--- src/rtl/uart_pkg.sv ---
// Shared types and constants for the uart_tx arbiter slice.
// Channel indices are always CH_IDX_W wide so every NUM_CH up to MAX_CH uses the same index type.
package uart_pkg;

    localparam int MAX_CH   = 8;
    localparam int CH_IDX_W = 3;

    typedef enum logic [1:0] {
        S_ARB        = 2'd0,
        S_ISSUE      = 2'd1,
        S_WAIT_START = 2'd2,
        S_WAIT_DONE  = 2'd3
    } arb_state_t;

    // Adds a small offset to a channel index and wraps it into 0..numCh-1.
    function automatic logic [CH_IDX_W-1:0] wrapAdd(
        input logic [CH_IDX_W-1:0] base,
        input int                  offset,
        input int                  numCh
    );
        int sum;
        sum = int'(base) + offset;
        if (sum >= numCh) sum = sum - numCh;
        return sum[CH_IDX_W-1:0];
    endfunction

endpackage

--- src/rtl/uart_rr_pick.sv ---
// Combinational rotating-priority picker: the first request at or after i_Ptr wins.
// With the lock enabled only the locked channel may win.
module uart_rr_pick
    import uart_pkg::*;
#(
    parameter int NUM_CH = 4
) (
    input  logic [NUM_CH-1:0]   i_Req,
    input  logic [CH_IDX_W-1:0] i_Ptr,
    input  logic                i_LockEn,
    input  logic [CH_IDX_W-1:0] i_LockIdx,
    output logic                o_Found,
    output logic [CH_IDX_W-1:0] o_Winner
);

    logic [MAX_CH-1:0]   w_ReqPad;
    logic [CH_IDX_W-1:0] w_Idx;

    // Padding to MAX_CH lets every channel index select a bit without width games.
    always_comb begin
        w_ReqPad = MAX_CH'(i_Req);
        w_Idx    = '0;
        o_Found  = 1'b0;
        o_Winner = '0;
        if (i_LockEn) begin
            o_Found  = w_ReqPad[i_LockIdx];
            o_Winner = i_LockIdx;
        end else begin
            for (int k = 0; k < NUM_CH; k++) begin
                w_Idx = wrapAdd(i_Ptr, k, NUM_CH);
                if (!o_Found && w_ReqPad[w_Idx]) begin
                    o_Found  = 1'b1;
                    o_Winner = w_Idx;
                end
            end
        end
    end

endmodule

--- src/rtl/uart_tx_arbiter.sv ---
// Round-robin arbiter that shares one uart_tx between NUM_CH byte requesters,
// with an optional packet lock that holds the grant until the owner's last byte.
module uart_tx_arbiter
    import uart_pkg::*;
#(
    parameter int NUM_CH = 4
) (
    input  logic                  i_SysClock,
    input  logic                  i_Reset,
    input  logic [NUM_CH-1:0]     i_ReqValid,
    input  logic [8*NUM_CH-1:0]   i_ReqByte,
    input  logic [NUM_CH-1:0]     i_ReqLast,
    output logic [NUM_CH-1:0]     o_ReqReady,
    output logic [NUM_CH-1:0]     o_Grant,
    output logic                  o_TxValid,
    output logic [7:0]            o_TxByte,
    input  logic                  i_TxDone,
    output logic                  o_Busy
);

    arb_state_t          r_State;
    arb_state_t          w_NextState;
    logic [CH_IDX_W-1:0] r_RrPtr;
    logic [CH_IDX_W-1:0] r_LockIdx;
    logic                r_Locked;
    logic [NUM_CH-1:0]   r_Grant;
    logic                r_TxValid;
    logic [7:0]          r_TxByte;

    logic                w_Found;
    logic [CH_IDX_W-1:0] w_Winner;
    logic                w_Accept;
    logic [NUM_CH-1:0]   w_WinOneHot;
    logic [7:0]          w_WinByte;
    logic                w_WinLast;

    uart_rr_pick #(
        .NUM_CH (NUM_CH)
    ) u_pick (
        .i_Req     (i_ReqValid),
        .i_Ptr     (r_RrPtr),
        .i_LockEn  (r_Locked),
        .i_LockIdx (r_LockIdx),
        .o_Found   (w_Found),
        .o_Winner  (w_Winner)
    );

    always_comb begin
        w_WinOneHot = '0;
        w_WinByte   = '0;
        w_WinLast   = 1'b0;
        for (int k = 0; k < NUM_CH; k++) begin
            if (w_Winner == CH_IDX_W'(k)) begin
                w_WinOneHot[k] = 1'b1;
                w_WinByte      = i_ReqByte[8*k +: 8];
                w_WinLast      = i_ReqLast[k];
            end
        end
    end

    // Only S_WAIT_DONE -> S_ARB depends on the done flag rising; a rise seen in S_WAIT_START is ignored.
    always_comb begin
        w_NextState = r_State;
        w_Accept    = 1'b0;
        case (r_State)
            S_ARB: begin
                if (i_TxDone && w_Found) begin
                    w_Accept    = 1'b1;
                    w_NextState = S_ISSUE;
                end
            end
            S_ISSUE:      w_NextState = S_WAIT_START;
            S_WAIT_START: if (!i_TxDone) w_NextState = S_WAIT_DONE;
            S_WAIT_DONE:  if (i_TxDone) w_NextState = S_ARB;
            default:      w_NextState = S_ARB;
        endcase
    end

    always_ff @(posedge i_SysClock) begin
        if (i_Reset) begin
            r_State <= S_ARB;
        end else begin
            r_State <= w_NextState;
        end
    end

    // The pointer advances even on locked grants so arbitration resumes at owner+1 after unlock.
    always_ff @(posedge i_SysClock) begin
        if (i_Reset) begin
            r_RrPtr   <= '0;
            r_Locked  <= 1'b0;
            r_LockIdx <= '0;
            r_Grant   <= '0;
            r_TxValid <= 1'b0;
            r_TxByte  <= 8'h00;
        end else begin
            r_TxValid <= w_Accept;
            if (w_Accept) begin
                r_TxByte  <= w_WinByte;
                r_Grant   <= w_WinOneHot;
                r_Locked  <= !w_WinLast;
                r_LockIdx <= w_Winner;
                r_RrPtr   <= wrapAdd(w_Winner, 1, NUM_CH);
            end else if (r_State == S_WAIT_DONE && i_TxDone && !r_Locked) begin
                r_Grant <= '0;
            end
        end
    end

    assign o_ReqReady = w_Accept ? w_WinOneHot : '0;
    assign o_Grant    = r_Grant;
    assign o_TxValid  = r_TxValid;
    assign o_TxByte   = r_TxByte;
    assign o_Busy     = (r_State != S_ARB);

endmodule
--- config.mk ---
export PLATFORM = sky130hd
export DESIGN_NAME = uart_tx_arbiter
export DESIGN_NICKNAME = d
export VERILOG_FILES = /design/src/rtl/uart_pkg.sv /design/src/rtl/uart_rr_pick.sv /design/src/rtl/uart_tx_arbiter.sv
export SDC_FILE = /design/constraint.sdc
export NUM_CORES = 1
export LEC_CHECK = 0
export BUFFER_PORTS_ARGS = -buffer_cell sky130_fd_sc_hd__buf_4
export CAP_MARGIN = 20
export CORE_MARGIN = 2
export CORE_UTILIZATION = 48
export CTS_CLUSTER_DIAMETER = 150
export CTS_CLUSTER_SIZE = 25
export DETAILED_ROUTE_END_ITERATION = 12
export GPL_TIMING_DRIVEN = 0
export MAX_ROUTING_LAYER = met4
export PLACE_DENSITY = 0.9
export SYNTH_ARGS = -nofsm -noshare
export SYNTH_HDL_FRONTEND = slang
export SYNTH_HIERARCHICAL = 1
export SYNTH_SLANG_ARGS = --single-unit
export TNS_END_PERCENT = 1
--- constraint.sdc ---
create_clock -name i_SysClock -period 4.2 [get_ports i_SysClock]
set_input_delay 0.21 -clock i_SysClock [delete_from_list [all_inputs] [get_ports i_SysClock]]
set_output_delay 0.21 -clock i_SysClock [all_outputs]
set_load 0.05 [all_outputs]
### After elaboration in Yosys (flattened, before gate mapping)

Index checks and enable logic that the tools add are counted.

| cells by class | value |
|---|---|
| add/subtract/negate cells | 9 |
| multipliers | 0 |
| divide/modulo/power cells | 0 |
| order comparisons | 10 |
| equality and inequality tests | 9 |
| shift-type cells | 0 |
| mux-type cells | 53 |
| bitwise operators | 0 |
| reductions and logical operators | 16 |

Operator list:

| kind | count |
|---|---|
| two-way mux 3 bit | 14 |
| two-way mux 8 bit | 4 |
| two-way mux 1 bit | 23 |
| < comparator 3 x 4 -> 1 bit (second input constant) | 5 |
| greater-or-equal comparator 4 x 3 -> 1 bit (second input constant) | 4 |
| binary-select mux 1 bit (select 3 bit) | 5 |
| subtractor 3 bit (second input constant) | 5 |
| two-way mux 4 bit | 3 |
| adder 3 x 1 -> 4 bit (second input constant) | 2 |
| adder 3 x 2 -> 4 bit (second input constant) | 2 |
| one-hot mux 2 bit (4 select lines) | 1 |
| == test 3 x 2 -> 1 bit (second input constant) | 2 |
| logical AND 1 bit | 6 |
| two-way mux 2 bit | 3 |
| != test 2 bit (second input constant) | 3 |
| logical NOT 1 bit | 5 |
| == test 2 bit (second input constant) | 2 |
| nonzero test 2 bit | 2 |
| == test 3 x 1 -> 1 bit (second input constant) | 1 |
| greater-or-equal comparator 3 bit (second input constant) | 1 |
| logical NOT 3 bit | 1 |
| AND reduction 3 bit | 1 |
| == test 2 x 1 -> 1 bit (second input constant) | 1 |
| logical NOT 2 bit | 1 |

| word-level totals | value |
|---|---|
| register bits | 22 |
| bits in latches | 0 |
| RAM bits | 0 |
| ROM bits | 0 |
| input port bits | 43 |
| output and inout port bits | 18 |
| logic and storage cells | 104 |
| memories kept | 0 |

### Depth between registers and ports, before layout

Gate-level depths: netlist of the first run.

| logic depth | value |
|---|---|
| depth in word-level cells | 25 |
| depth in mapped cells | 16 |
| mapped depth without buffers | 13 |

### Cells and area by module

Netlist of the first run, hierarchy kept.

Modules (own cells, without submodules):

| module | instances | cells each | area each (µm²) | seq. area each (µm²) |
|---|---|---|---|---|
| uart_tx_arbiter | 1 | 137 | 1177.4 | 440.4 |
| uart_rr_pick | 1 | 47 | 361.6 | 0.0 |

### Least setup slack after synthesis of the first run

OpenSTA, ideal clock, no wires.

| timing path | value |
|---|---|
| kind | register to register |
| start | register r_RrPtr[0] |
| end | register r_Grant[3] (netlist: o_Grant[3]) |
| setup time | 0.067 ns |
| arrival | 3.452 ns |
| data required time | 4.133 ns |
| path slack | 0.681 ns |
| cell stages (with the launch flop) | 16 |
| buffers on the path | 2 |
| clock period less this slack | 3.519 ns |
| cell sequence | dfxtp_1 -> buf_6 -> inv_2 -> ha_1 -> buf_6 -> mux4_2 -> o21ai_2 -> a2111oi_2 -> or3_1 -> a22o_1 -> ha_1 -> ha_1 -> inv_2 -> nor2_1 -> a21oi_1 -> nor2_1 |

| between the ends | value |
|---|---|
| elaborated cells between the ends (all ways) | 53 |
| classes of those cells | 7 x add/sub; 4 x order compare; 1 x eq/ne; 33 x mux; 8 x reduce/logical |

RTL lines:

| element | RTL line | source |
|---|---|---|
| start: declaration | uart_tx_arbiter.sv:23 | `logic [CH_IDX_W-1:0] r_RrPtr;` |
| start signal: assignment | uart_tx_arbiter.sv:103 | `r_RrPtr <= wrapAdd(w_Winner, 1, NUM_CH);` |
| parallel branches: the longest is 17 deep, another holds adder 3 x 1 -> 4 bit | - |  |
| two-way mux 3 bit * | uart_rr_pick.sv:31 | `if (!o_Found && w_ReqPad[w_Idx]) begin` |
| two-way mux 3 bit * | uart_rr_pick.sv:25 | `if (i_LockEn) begin` |
| named net w_Winner[0] | uart_tx_arbiter.sv:31 | `logic [CH_IDX_W-1:0] w_Winner;` |
| == test 3 x 2 -> 1 bit * | uart_tx_arbiter.sv:53 | `if (w_Winner == CH_IDX_W'(k)) begin` |
| two-way mux 1 bit * | uart_tx_arbiter.sv:53 |  |
| two-way mux 4 bit * | uart_tx_arbiter.sv:98 | `if (w_Accept) begin` |
| end signal: assignment | uart_tx_arbiter.sv:100 | `r_Grant <= w_WinOneHot;` |
| end: declaration | uart_tx_arbiter.sv:26 | `logic [NUM_CH-1:0] r_Grant;` |

Mark *: on every way through the listed nets, which the timed path passes. The select of a mux whose other input is x is not followed.
A chain may end at the register's enable or synchronous reset.

### Worst setup path after layout of the first run

| timing path | value |
|---|---|
| start | register r_RrPtr[0] |
| end | output port o_ReqReady[3] |

| between the ends | value |
|---|---|
| elaborated cells between the ends (all ways) | 52 |
| classes of those cells | 7 x add/sub; 4 x order compare; 1 x eq/ne; 33 x mux; 7 x reduce/logical |

RTL lines:

| element | RTL line | source |
|---|---|---|
| parallel branches: the longest is 17 deep, another holds adder 3 x 1 -> 4 bit | - |  |
| two-way mux 3 bit * | uart_rr_pick.sv:31 |  |
| two-way mux 3 bit * | uart_rr_pick.sv:25 |  |
| named net w_Winner[0] | uart_tx_arbiter.sv:31 |  |
| == test 3 x 2 -> 1 bit * | uart_tx_arbiter.sv:53 |  |
| two-way mux 1 bit * | uart_tx_arbiter.sv:53 |  |
| two-way mux 4 bit * | uart_tx_arbiter.sv:110 | `assign o_ReqReady = w_Accept ? w_WinOneHot : '0;` |
| end: declaration | uart_tx_arbiter.sv:13 | `output logic [NUM_CH-1:0] o_ReqReady,` |

Marked as above.

==> results of run 1 <==
registers in the layout, indices dropped and copies added, names as in the netlist:
register   flops
r_LockIdx      3
o_Grant        4
o_TxByte       8
o_TxValid      1
r_RrPtr        3
r_State        2
r_Locked       1
Yosys cell counts, types with 2 or more instances:
cell and n:
sky130_fd_sc_hd__a221oi_1 6, sky130_fd_sc_hd__a211oi_1 3, sky130_fd_sc_hd__inv_2 2, sky130_fd_sc_hd__and3_4 3
sky130_fd_sc_hd__o31ai_1 8, sky130_fd_sc_hd__and3_1 2, sky130_fd_sc_hd__nor2_1 16, sky130_fd_sc_hd__clkbuf_1 2
sky130_fd_sc_hd__mux4_2 2, sky130_fd_sc_hd__ha_1 10, sky130_fd_sc_hd__dfxtp_1 22, sky130_fd_sc_hd__o22ai_1 8
sky130_fd_sc_hd__buf_6 3, sky130_fd_sc_hd__nor3_1 3, sky130_fd_sc_hd__mux2i_1 9, sky130_fd_sc_hd__inv_1 11
sky130_fd_sc_hd__nand2_1 21, sky130_fd_sc_hd__o21ai_0 4, sky130_fd_sc_hd__nor2b_1 3, sky130_fd_sc_hd__a21oi_1 17
sky130_fd_sc_hd__buf_4 2, sky130_fd_sc_hd__buf_2 2, sky130_fd_sc_hd__a221oi_2 2, sky130_fd_sc_hd__nand2b_1 2
sky130_fd_sc_hd__a31oi_1 3
tightest hold or removal path, stage by stage:
cell and delay [ns]:
sky130_fd_sc_hd__buf_4 0.07, sky130_fd_sc_hd__nand2_1 0.04, sky130_fd_sc_hd__o21ai_0 0.07, sky130_fd_sc_hd__a211oi_1 0.07
worst max path at each step:
stage,from,endpoint,slack (ns)
floorplan,r_RrPtr[0],o_Grant[3],0.68
global placement,r_RrPtr[0],o_TxByte[1],0.58
detailed placement,r_RrPtr[0],o_TxByte[5],0.51
CTS,r_RrPtr[0],o_ReqReady[3],0.32
global route,r_RrPtr[0],o_ReqReady[3],0.11
finish,r_RrPtr[0],o_ReqReady[3],0.32
power groups by stage:
stage / Combinational, mW / Clock (mW) / Sequential [mW]
final: 1.51 / 0.166 / 0.341
after global routing: 1.63 / 0.176 / 0.349
after CTS: 1.50 / 0.168 / 0.340
after detailed placement: 1.50 / 0 / 0.345
after global placement: 1.47 / 0 / 0.342
after floorplan: 0.989 / 0 / 0.504
metal layers:
layer	up-vias	GRT usage
li1	798	-
met1	752	0.285
met2	33	0.406
met3	11	0.0341
met4	0	0.124
met5	-	-
logic make-up (layout without fill, tap and decap cells):
family | Yosys count | in the layout
AOI/OAI and AO/OA | 59 | 59
and+or+nand+nor | 59 | 59
buffers and inverters | 23 | 86
DFF | 22 | 22
muxes | 11 | 11
adders and majority gates | 10 | 10
final cells by class:
| type | count | area (um2) | share of cell area |
|---|---|---|---|
| sequential | 22 | 440 | 0.211 |
| clock buffer | 3 | 22.5 | 0.0108 |
| clock inverter | 1 | 30.0 | 0.0144 |
| tap | 44 | 55.1 | 0.0263 |
| timing repair buffer | 59 | 443 | 0.212 |
| buffer | 10 | 71.3 | 0.0341 |
| inverter | 13 | 48.8 | 0.0234 |
| multi-input combinational | 139 | 978 | 0.468 |
through the flow:
step           power [mW]  instance area [um2]  cells
2_1_floorplan        1.49                 1540    184
3_3_place_gp         1.81                 2040    287
3_5_place_dp         1.84                 2040    287
4_1_cts              2.01                 2090    291
5_1_grt              2.16                 2090    291
6_report             2.01                 2090    291
==> out/metrics.sh, run 1 <==
RUN_STATUS='finished clean'
YOSYS_MOST_USED_DFF='sky130_fd_sc_hd__dfxtp_1'
HOLDBUFCOUNTCTS=0
DP_SLACK_NS=0.507
CRITPATHTOPFAMILY='buffers and inverters'
TYPE_OF_ELEMENT_LAUNCHING_THE_CRITICAL_PATH='flop'
GRT_USAGE=0.244
REGTOREGSETUPSLACK_NS=0.46
WORSTREGTOREGCELLS=15
TIMING.CRITICAL_PATH.MODE_CELL='sky130_fd_sc_hd__ha_1'
CTS_BUFFER_DEPTH=2
TIMING.SETUP.CRITICAL_PATH_CLASS='reg -> out'
UTILIZATION=0.684
FINAL-HOLD-VIOLATION-COUNT=0
SLOWEST_STAGE='sky130_fd_sc_hd__mux4_2'
FINALSETUPTNS_NS=0
GLOBALROUTEOVERFLOWTOTAL=0
REQUIRED_TIME_AT_THE_ENDPOINT_OF_THE_CRITICAL_PATH_NS=3.99
CLOCK_LATENCY_ON_THE_WORST_SKEW_PAIR_NS=0.32
IRDROPWORSTVDD_mV=0.628
COMBINATIONAL_FAMILY_WITH_THE_MOST_AREA_AFTER_SYNTHESIS='compound AO/OA/AOI/OAI gates'
TOPROUTINGLAYERUSED='met4'
POWERDENSITY_mW_PER_MM2=964
REPORT.FINAL.SETUP_VIOL=0
DRT.ANTENNA.VIOLATING_NETS=0
SYN2LAYOUT_AREA_GROWTH_PCT=35.8
COMB_POWER_SHARE=0.748
POSTLAYOUTSETUPSLACKWORST_NS=0.316
YS_SEQ_AREA_FRAC=0.286
CRIT_PATH_CELLS='buf_6 -> inv_2 -> ha_1 -> buf_6 -> mux4_2 -> o21ai_2 -> a2111oi_2 -> or3_1 -> a22o_1 -> ha_1 -> ha_1 -> inv_2 -> nor2_1 -> buf_4'
CRIT-REG2REG-CAPTURE='o_TxByte[5]'
RELSLEWSLACK=0.646
GRT_ANTENNA_BEFORE_REPAIR=0
WORSTSETUPPATHDEPTH=14
DRT_ITER0_MARKERS=64
SEQ_POWER_SHARE=0.169
CTS_TREE='built'
SYNTH_MUX_AREA_FRAC=0.0878
FIRST_PASS_ITERS=4
FILLER_CELL_COUNT=260
POST_ROUTE_CELLS_DRIVE_ABOVE_1_SHARE=0.356
MET1WIRELENGTH_UM=1820
SYNTH_COMPOUND_GATE_AREA_SHARE=0.276
WORSTMARGINPINSLEW_NS=0.525
PLACEMENT.IO_BUFFERS=59
RSZ_0062_RAISED_AFTER_GLOBAL_ROUTING='false'
ROUTE.DETAILED.DRC=0
CELLLEAKAGEPOWER_nW=0.926
AVERAGE_WIRE_PER_CELL_IN_THE_ROUTED_DESIGN_UM=14.1
GRT_PASS1_WL_UM=6560
SYNTH_SEQ_CELLS=22
REGTOREGSTARTPOINT='r_RrPtr[0]'
HTREE_NUM_LEVELS=1
POSTCTSSETUPREPAIRBUFS=0
GRT_PASS1_VIAS=1464
GPL.FINAL_WEIGHTED_CONGESTION=0.844
CHIPWIDTH_UM=60.6
YOSYS.AREA_SHARE.XOR_XNOR=0
LAYOUT_COMMONEST_CELL='sky130_fd_sc_hd__buf_4'
HOLD_CRIT_ENDPOINT='r_Locked'
WORST_HOLD_STARTPOINT='i_ReqLast[2]'
SYNTH_TOP_AREA_CELLS='sky130_fd_sc_hd__dfxtp_1 (29%), sky130_fd_sc_hd__ha_1 (8.1%), sky130_fd_sc_hd__mux2i_1 (5.9%)'
YS_TYPES=43
POSTSYNTHCELLCOUNT=184
HP-CLASS='in -> reg'
FINALCRITPERIODSHARE=0.925
MET3_LENGTH_UM=143
CTS_NUM_SINKS=22
LENGTH_OF_ROUTED_MET2_WIRING_UM=2020
PATH_BUF_INV=5
CELL_INTERNAL_PWR_uW=965
AVG_INST_SIZE_SYNTH_UM2=8.36
IOS=61
HOLD_SLACK_FINAL_NS=0.174
ASYNC_FLOP_SHARE=0
ADDER_AND_MAJORITY_CELL_FRACTION_OF_THE_SYNTHESIZED_AREA=0.0813
ROUTED_WIRELENGTH_UM=4100
SYNTH_WARNINGS=6
CP_SLOWEST_STAGE_DELAY_NS=0.52
SYN_NETS=237
WORST_EP_ARRIVAL_TIME_NS=3.67
DESIGN.FINAL.NETS=301
CTS.ROOT.BUFFER_CELL='sky130_fd_sc_hd__clkbuf_4'
HOLDPATHSTAGES=4
DIE_H_UM=60.6
WORSTPATHMAXFANOUT=10
SWITCHING_POWER_mW=1.05
CLOCK_POWER_SHARE=0.082
NUMBER_OF_FLOPS_MAPPED_TO_ENABLE_CELLS_BY_YOSYS=0
YOSYS.AREA.TOP_TYPE_SHARE=0.286
MAXCAPVIOLCOUNT=0
DPL.HPWL_UM=3220
FP-ROW-COUNT=20
CTS_BUF_COUNT=3
FRACTION_OF_POWER_SPENT_SWITCHING_NETS=0.521
DIE_AREA_MM2=0.00368
VIASPERCELL=5.48
FLOORPLAN.INITIALDENSITY=0.504
SYN-CELL-AREA_MM2=0.00154
TIMING.FINAL.CRIT_PERIOD_NS=3.88
FMAXACHIEVABLE_MHz=257
CORE_AREA_MM2=0.00305
FINALMAXSLEWVIOLATIONS=0
CLKSLEWWORSTSETUPHOLDPATHS_NS=0.12
GRT_MAX_DEGREE=14
VIAS=1594
LEADING_AREA_CONTRIBUTOR_AFTER_SYNTHESIS='sky130_fd_sc_hd__dfxtp_1'
LAYOUT_COMMON_CELLS='sky130_fd_sc_hd__buf_4 (61), sky130_fd_sc_hd__dfxtp_1 (22), sky130_fd_sc_hd__nand2_1 (21)'
CTS-RESIZED-GATES=0
SYNTHSIMPLEGATEAREAFRAC=0.190
END_KIND='output port'
CLOCK_SKEW_NS=0.00289
INSERTEDDIODECOUNT=0
Note: power is estimated with default switching activity, not from simulation.
==> run 2: changes to the inputs <==
--- a/config.mk
+++ b/config.mk
@@ -9,6 +9,7 @@
 export CAP_MARGIN = 20
 export CORE_MARGIN = 2
 export CORE_UTILIZATION = 48
+export CTS_BUF_LIST = sky130_fd_sc_hd__clkbuf_8 sky130_fd_sc_hd__clkbuf_16
 export CTS_CLUSTER_DIAMETER = 150
 export CTS_CLUSTER_SIZE = 25
 export DETAILED_ROUTE_END_ITERATION = 12
==> out/metrics.sh, run 2 (synthesis results as in run 1) <==
CP_SLOWEST_STAGE_DELAY_NS=0.52  # about the same
VIAS=1608  # +0.88%
FINALMAXSLEWVIOLATIONS=0  # unchanged
CTS_NUM_SINKS=22  # unchanged
FP-ROW-COUNT=20  # unchanged
POWERDENSITY_mW_PER_MM2=975  # +1.2%
CLOCK_LATENCY_ON_THE_WORST_SKEW_PAIR_NS=0.27  # -0.05 ns
GRT_UTIL_MET2=0.415  # +0.00922
WORSTMARGINPINSLEW_NS=0.569  # +0.0445 ns
ROUTED_WIRELENGTH_UM=4140  # +0.93%
GRT_UTIL_MET3=0.0426  # +0.00853
LAYOUT_COMMON_CELLS='sky130_fd_sc_hd__buf_4 (61), sky130_fd_sc_hd__dfxtp_1 (22), sky130_fd_sc_hd__nand2_1 (21)'
SYN2LAYOUT_AREA_GROWTH_PCT=37.0
GRT_ANTENNA_BEFORE_REPAIR=0  # unchanged
LAYOUT_COMMONEST_CELL='sky130_fd_sc_hd__buf_4'
HOLD_SLACK_FINAL_NS=0.239  # +0.0645 ns
REQUIRED_TIME_AT_THE_ENDPOINT_OF_THE_CRITICAL_PATH_NS=3.99  # about the same
CTS.ROOT.BUFFER_CELL='sky130_fd_sc_hd__clkbuf_8'
HTREE_NUM_LEVELS=1  # unchanged
CHIPWIDTH_UM=60.6  # unchanged
CTS_TREE='built'
INSERTEDDIODECOUNT=0  # unchanged
AVERAGE_WIRE_PER_CELL_IN_THE_ROUTED_DESIGN_UM=14.2  # +0.93%
CORE_AREA_MM2=0.00305  # unchanged
CLKSLEWWORSTSETUPHOLDPATHS_NS=0.08  # -0.04 ns
WORSTPATHMAXFANOUT=10  # unchanged
TIMING.FINAL.CRIT_PERIOD_NS=3.83  # -0.0559 ns
FINALSETUPTNS_NS=0  # unchanged
IRDROPWORSTVDD_mV=0.641  # +2.1%
TIMING.CRITICAL_PATH.MODE_CELL='sky130_fd_sc_hd__ha_1'
DRT_ITER0_MARKERS=56  # -13%
GLOBAL_ROUTE.PEAK_USAGE_LAYER='met2'
RUN_STATUS='finished clean'
FIRST_PASS_ITERS=4  # unchanged
MAXCAPVIOLCOUNT=0  # unchanged
RELSLEWSLACK=0.616  # -0.0300
MULTI_INPUT_AREA_UM2=978  # unchanged
POST_ROUTE_CELLS_DRIVE_ABOVE_1_SHARE=0.356  # unchanged
FILLER_CELL_COUNT=259  # -0.38%
GRT_PASS1_WL_UM=6640  # +1.4%
POSTCTSSETUPREPAIRBUFS=0  # unchanged
GRT_USAGE=0.249  # +0.00577
LARGEST_REGISTER_FFS=8  # unchanged
GRT_MAX_DEGREE=14  # unchanged
IOS=61  # unchanged
CRITPATHTOPFAMILY='buffers and inverters'
HOLDBUFCOUNTCTS=0  # unchanged
DP_SLACK_NS=0.507  # unchanged
DPL.HPWL_UM=3220  # unchanged
CRIT_PATH_CELLS='buf_6 -> inv_2 -> ha_1 -> buf_6 -> mux4_2 -> o21ai_2 -> a2111oi_2 -> or3_1 -> a22o_1 -> ha_1 -> ha_1 -> inv_2 -> nor2_1 -> buf_4'
GLOBALROUTEOVERFLOWTOTAL=0  # unchanged
DIE_AREA_MM2=0.00368  # unchanged
FINAL-SEQ-AREA_UM2=440  # unchanged
FLOORPLAN.INITIALDENSITY=0.504  # unchanged
CTS_BUF_COUNT=3  # unchanged
POSTLAYOUTSETUPSLACKWORST_NS=0.372  # +0.0559 ns
CTS_BUFFER_DEPTH=2  # unchanged
FMAXACHIEVABLE_MHz=261  # +1.5%
CLOCK_SKEW_NS=0.00276  # -0.000132 ns
ROUTE.DETAILED.DRC=0  # unchanged
HP-CLASS='in -> reg'
REPORT.FINAL.SETUP_VIOL=0  # unchanged
DESIGN.FINAL.NETS=301  # unchanged
GPL.FINAL_WEIGHTED_CONGESTION=0.844  # unchanged
CTS-RESIZED-GATES=0  # unchanged
PATH_BUF_INV=5  # unchanged
RSZ_0062_RAISED_AFTER_GLOBAL_ROUTING='false'
WORST_EP_ARRIVAL_TIME_NS=3.62  # -0.05 ns
FINALCRITPERIODSHARE=0.911  # -0.0133
END_KIND='output port'
TYPE_OF_ELEMENT_LAUNCHING_THE_CRITICAL_PATH='flop'
FINAL-HOLD-VIOLATION-COUNT=0  # unchanged
PLACEMENT.IO_BUFFERS=59  # unchanged
DRT.ANTENNA.VIOLATING_NETS=0  # unchanged
VIASPERCELL=5.53  # +0.88%
CELLLEAKAGEPOWER_nW=0.933  # +0.84%
GRT_PASS1_VIAS=1481  # +1.2%
TIMING.SETUP.CRITICAL_PATH_CLASS='reg -> out'
DIE_H_UM=60.6  # unchanged
SLOWEST_STAGE='sky130_fd_sc_hd__mux4_2'
GLOBAL_ROUTE.USAGE.MET1=0.286  # +0.000933
-- run 2: cell counts in the layout (fill, tap and decap cells not counted) --
Identical to the previous run, type by type.
-- run 2: where the power goes --
part	internal, mW	switching, mW	total [mW]	leakage, nW
clock network	0.127	0.0708	0.198	0.0357
registers	0.288	0.0528	0.341	0.180
logic	0.580	0.935	1.52	0.718
-- run 2: layer usage --
layer | part of all wire | wire [um]
met1 | 0.44 | 1820
met3 | 0.036 | 151
met5 | 0 | 0
met4 | 0.031 | 127
met2 | 0.49 | 2040
-- run 2: path summary, 6_finish.rpt --
kind	end	cells after the start	slack [ns]	from
worst min register to register	r_LockIdx[2]	2	0.46	r_LockIdx[2]
worst max-delay path	o_ReqReady[3]	14	0.37	r_RrPtr[0]
worst max register to register	o_TxByte[5]	15	0.45	r_RrPtr[0]
worst min-delay path	r_Locked	4	0.24	i_ReqLast[2]
-- run 2: metrics by stage --
step | instance area, um2 | utilization | instances | total power, mW
floorplan | 1540 | - | 184 | 1.49
global placement | 2040 | 0.667 | 287 | 1.81
detailed placement | 2040 | 0.667 | 287 | 1.84
CTS | 2110 | 0.691 | 291 | 2.05
global route | 2110 | 0.691 | 291 | 2.20
finish | 2110 | 0.691 | 291 | 2.05
-- run 2: worst min-delay path: stages --
cell and delay, ns:
sky130_fd_sc_hd__buf_4 0.07, sky130_fd_sc_hd__nand2_1 0.04, sky130_fd_sc_hd__o21ai_0 0.07, sky130_fd_sc_hd__a211oi_1 0.07
-- run 2: area by class of cell --
class	count	share of cell area
multi-input combinational	139	0.464
timing repair buffer	59	0.210
sequential	22	0.209
buffer	10	0.0338
tap	44	0.0261
inverter	13	0.0231
clock buffer	3	0.0196
clock inverter	1	0.0142
==> run 3: changes to the inputs <==
--- a/config.mk
+++ b/config.mk
@@ -8,14 +8,14 @@
 export BUFFER_PORTS_ARGS = -buffer_cell sky130_fd_sc_hd__buf_4
 export CAP_MARGIN = 20
 export CORE_MARGIN = 2
-export CORE_UTILIZATION = 48
+export CORE_UTILIZATION = 45
 export CTS_BUF_LIST = sky130_fd_sc_hd__clkbuf_8 sky130_fd_sc_hd__clkbuf_16
 export CTS_CLUSTER_DIAMETER = 150
 export CTS_CLUSTER_SIZE = 25
 export DETAILED_ROUTE_END_ITERATION = 12
 export GPL_TIMING_DRIVEN = 0
 export MAX_ROUTING_LAYER = met4
-export PLACE_DENSITY = 0.9
+export PLACE_DENSITY = 0.86
 export SYNTH_ARGS = -nofsm -noshare
 export SYNTH_HDL_FRONTEND = slang
 export SYNTH_HIERARCHICAL = 1
==> out/metrics.sh, run 3 (synthesis results as in run 1) <==
FP-ROW-COUNT=21  # +5.0%
GRT_ANTENNA_BEFORE_REPAIR=0  # unchanged
GLOBALROUTEOVERFLOWTOTAL=0  # unchanged
CRIT-REG2REG-CAPTURE='o_TxByte[6]'
CRIT_PATH_CELLS='buf_6 -> inv_2 -> ha_1 -> buf_6 -> mux4_2 -> o21ai_2 -> a2111oi_2 -> or3_1 -> a22o_1 -> ha_1 -> ha_1 -> inv_2 -> nor2_1 -> buf_4'
REQUIRED_TIME_AT_THE_ENDPOINT_OF_THE_CRITICAL_PATH_NS=3.99  # about the same
PLACEDCELLCOUNT=289  # +0.70%
IOS=61  # unchanged
HOLDPATHSTAGES=4  # unchanged
TYPE_OF_ELEMENT_LAUNCHING_THE_CRITICAL_PATH='flop'
REGTOREGSETUPSLACK_NS=0.43  # -0.02 ns
CLOCK_SKEW_NS=0.00662  # +0.00387 ns
FILLER_CELL_COUNT=311  # +20%
RSZ_0062_RAISED_AFTER_GLOBAL_ROUTING='false'
GPL.FINAL_WEIGHTED_CONGESTION=0.932  # +10%
FINAL-HOLD-VIOLATION-COUNT=0  # unchanged
FMAXACHIEVABLE_MHz=257  # -1.7%
CLKSLEWWORSTSETUPHOLDPATHS_NS=0.08  # about the same
WORSTMARGINPINSLEW_NS=0.579  # +0.0102 ns
TIMING.FINAL.CRIT_PERIOD_NS=3.89  # +0.0649 ns
CTS.ROOT.BUFFER_CELL='sky130_fd_sc_hd__clkbuf_8'
PLACEMENT.IO_BUFFERS=59  # unchanged
REPORT.FINAL.SETUP_VIOL=0  # unchanged
FLOORPLAN.INITIALDENSITY=0.465  # -0.0392
VIASPERCELL=5.56  # +0.61%
MAXCAPVIOLCOUNT=0  # unchanged
SYN2LAYOUT_AREA_GROWTH_PCT=37.2
CTS_TREE='built'
ROUTE.DETAILED.DRC=0  # unchanged
LAYOUT_COMMONEST_CELL='sky130_fd_sc_hd__buf_4'
CLOCK_LATENCY_ON_THE_WORST_SKEW_PAIR_NS=0.27  # about the same
TIMING.SETUP.CRITICAL_PATH_CLASS='reg -> out'
WORST_EP_ARRIVAL_TIME_NS=3.68  # +0.06 ns
DPL.HPWL_UM=3170  # -1.7%
END_KIND='output port'
CP-ENDPOINT='o_ReqReady[3]'
CTS_NUM_SINKS=22  # unchanged
VIAS=1629  # +1.3%
REGTOREGSTARTPOINT='r_RrPtr[0]'
DIE_AREA_MM2=0.00390  # +6.2%
HOLDBUFCOUNTCTS=0  # unchanged
FINALCRITPERIODSHARE=0.927  # +0.0154
CTS-RESIZED-GATES=0  # unchanged
FIRST_PASS_ITERS=4  # unchanged
ROUTED_WIRELENGTH_UM=4140  # about the same
FINALSETUPTNS_NS=0  # unchanged
WORST_HOLD_STARTPOINT='i_ReqLast[2]'
WORSTPATHMAXFANOUT=10  # unchanged
HP-CLASS='in -> reg'
GRT_PASS1_VIAS=1551  # +4.7%
POSTCTSSETUPREPAIRBUFS=0  # unchanged
GRT_PASS1_WL_UM=7180  # +8.0%
DIE_H_UM=62.5  # +3.1%
LAYOUTNONFILLERINSTCOUNT=293  # +0.69%
WORSTREGTOREGCELLS=15  # unchanged
DESIGN.FINAL.NETS=301  # unchanged
GRT_USAGE=0.232  # -0.0175
CP_SLOWEST_STAGE_DELAY_NS=0.43  # -0.09 ns
CORE_AREA_MM2=0.00331  # +8.4%
POWERDENSITY_mW_PER_MM2=982  # +0.79%
INSERTEDDIODECOUNT=0  # unchanged
CP-STARTPOINT='r_RrPtr[0]'
CTS_BUFFER_DEPTH=2  # unchanged
GRT_MAX_DEGREE=14  # unchanged
IRDROPWORSTVDD_mV=0.483  # -25%
CELLLEAKAGEPOWER_nW=0.933  # unchanged
POST_ROUTE_CELLS_DRIVE_ABOVE_1_SHARE=0.356  # unchanged
SLOWEST_STAGE='sky130_fd_sc_hd__a2111oi_2'
RUN_STATUS='finished clean'
LARGEST_REGISTER_FFS=8  # unchanged
FINALMAXSLEWVIOLATIONS=0  # unchanged
DRT_ITER0_MARKERS=75  # +34%
CTS_BUF_COUNT=3  # unchanged
LAYOUT_COMMON_CELLS='sky130_fd_sc_hd__buf_4 (61), sky130_fd_sc_hd__dfxtp_1 (22), sky130_fd_sc_hd__nand2_1 (21)'
RELSLEWSLACK=0.610  # -0.00686
CHIPWIDTH_UM=62.5  # +3.1%
AVERAGE_WIRE_PER_CELL_IN_THE_ROUTED_DESIGN_UM=14.1  # -0.59%
DRT.ANTENNA.VIOLATING_NETS=0  # unchanged
HTREE_NUM_LEVELS=1  # unchanged
TIMING.CRITICAL_PATH.MODE_CELL='sky130_fd_sc_hd__ha_1'
run 3: layout make-up:
cell class	instances	area [um2]	area share
multi-input cells	139	978	0.464
repair buffers	59	443	0.210
flip-flops and latches	22	440	0.209
plain buffers	10	71.3	0.0338
well taps	46	57.6	0.0273
inverters	13	48.8	0.0231
clock buffers	3	41.3	0.0196
clock inverters	1	30.0	0.0142
run 3: per-layer routing:
metal | GRT usage | share of wire | wire length, um
met5 | - | 0 | 0
met4 | 0.0806 | 0.018 | 76
met3 | 0.0414 | 0.066 | 274
met2 | 0.391 | 0.49 | 2050
met1 | 0.279 | 0.42 | 1750
run 3: worst min path at each step:
| stage | endpoint | slack [ns] |
|---|---|---|
| CTS | r_Locked | 0.26 |
| detailed placement | o_TxByte[3] | 0.44 |
| global placement | o_TxByte[3] | 0.44 |
| floorplan | r_Locked | 0.41 |
| finish | r_Locked | 0.26 |
| global route | r_Locked | 0.28 |
run 3: worst max-delay path, delay by kind of cell, from the launching register on:
kind / cells / cell delay, ns
adder cells (fa/ha/maj): 3 / 0.85
buffers and inverters: 5 / 0.76
AO/OA/AOI/OAI: 3 / 0.75
flip-flops: 1 / 0.37
AND/OR/NAND/NOR: 2 / 0.36
multiplexers: 1 / 0.34
run 3: power breakdown:
group          total (mW)  internal [mW]  switching [mW]
clock network       0.199          0.127          0.0719
logic                1.54          0.585           0.952
registers           0.337          0.288          0.0493
total                2.07           1.00            1.07
run 3: stage by stage:
| stage | util | area, um2 | power, mW | setup slack [ns] | hold WS [ns] |
|---|---|---|---|---|---|
| global placement | 0.616 | 2040 | 1.80 | 0.579 | 0.435 |
| global route | 0.638 | 2110 | 2.23 | 0.146 | 0.282 |
| CTS | 0.638 | 2110 | 2.06 | 0.337 | 0.261 |
| finish | 0.638 | 2110 | 2.07 | 0.307 | 0.265 |
| detailed placement | 0.616 | 2040 | 1.85 | 0.527 | 0.441 |
| floorplan | - | 1540 | 1.49 | 0.681 | 0.410 |
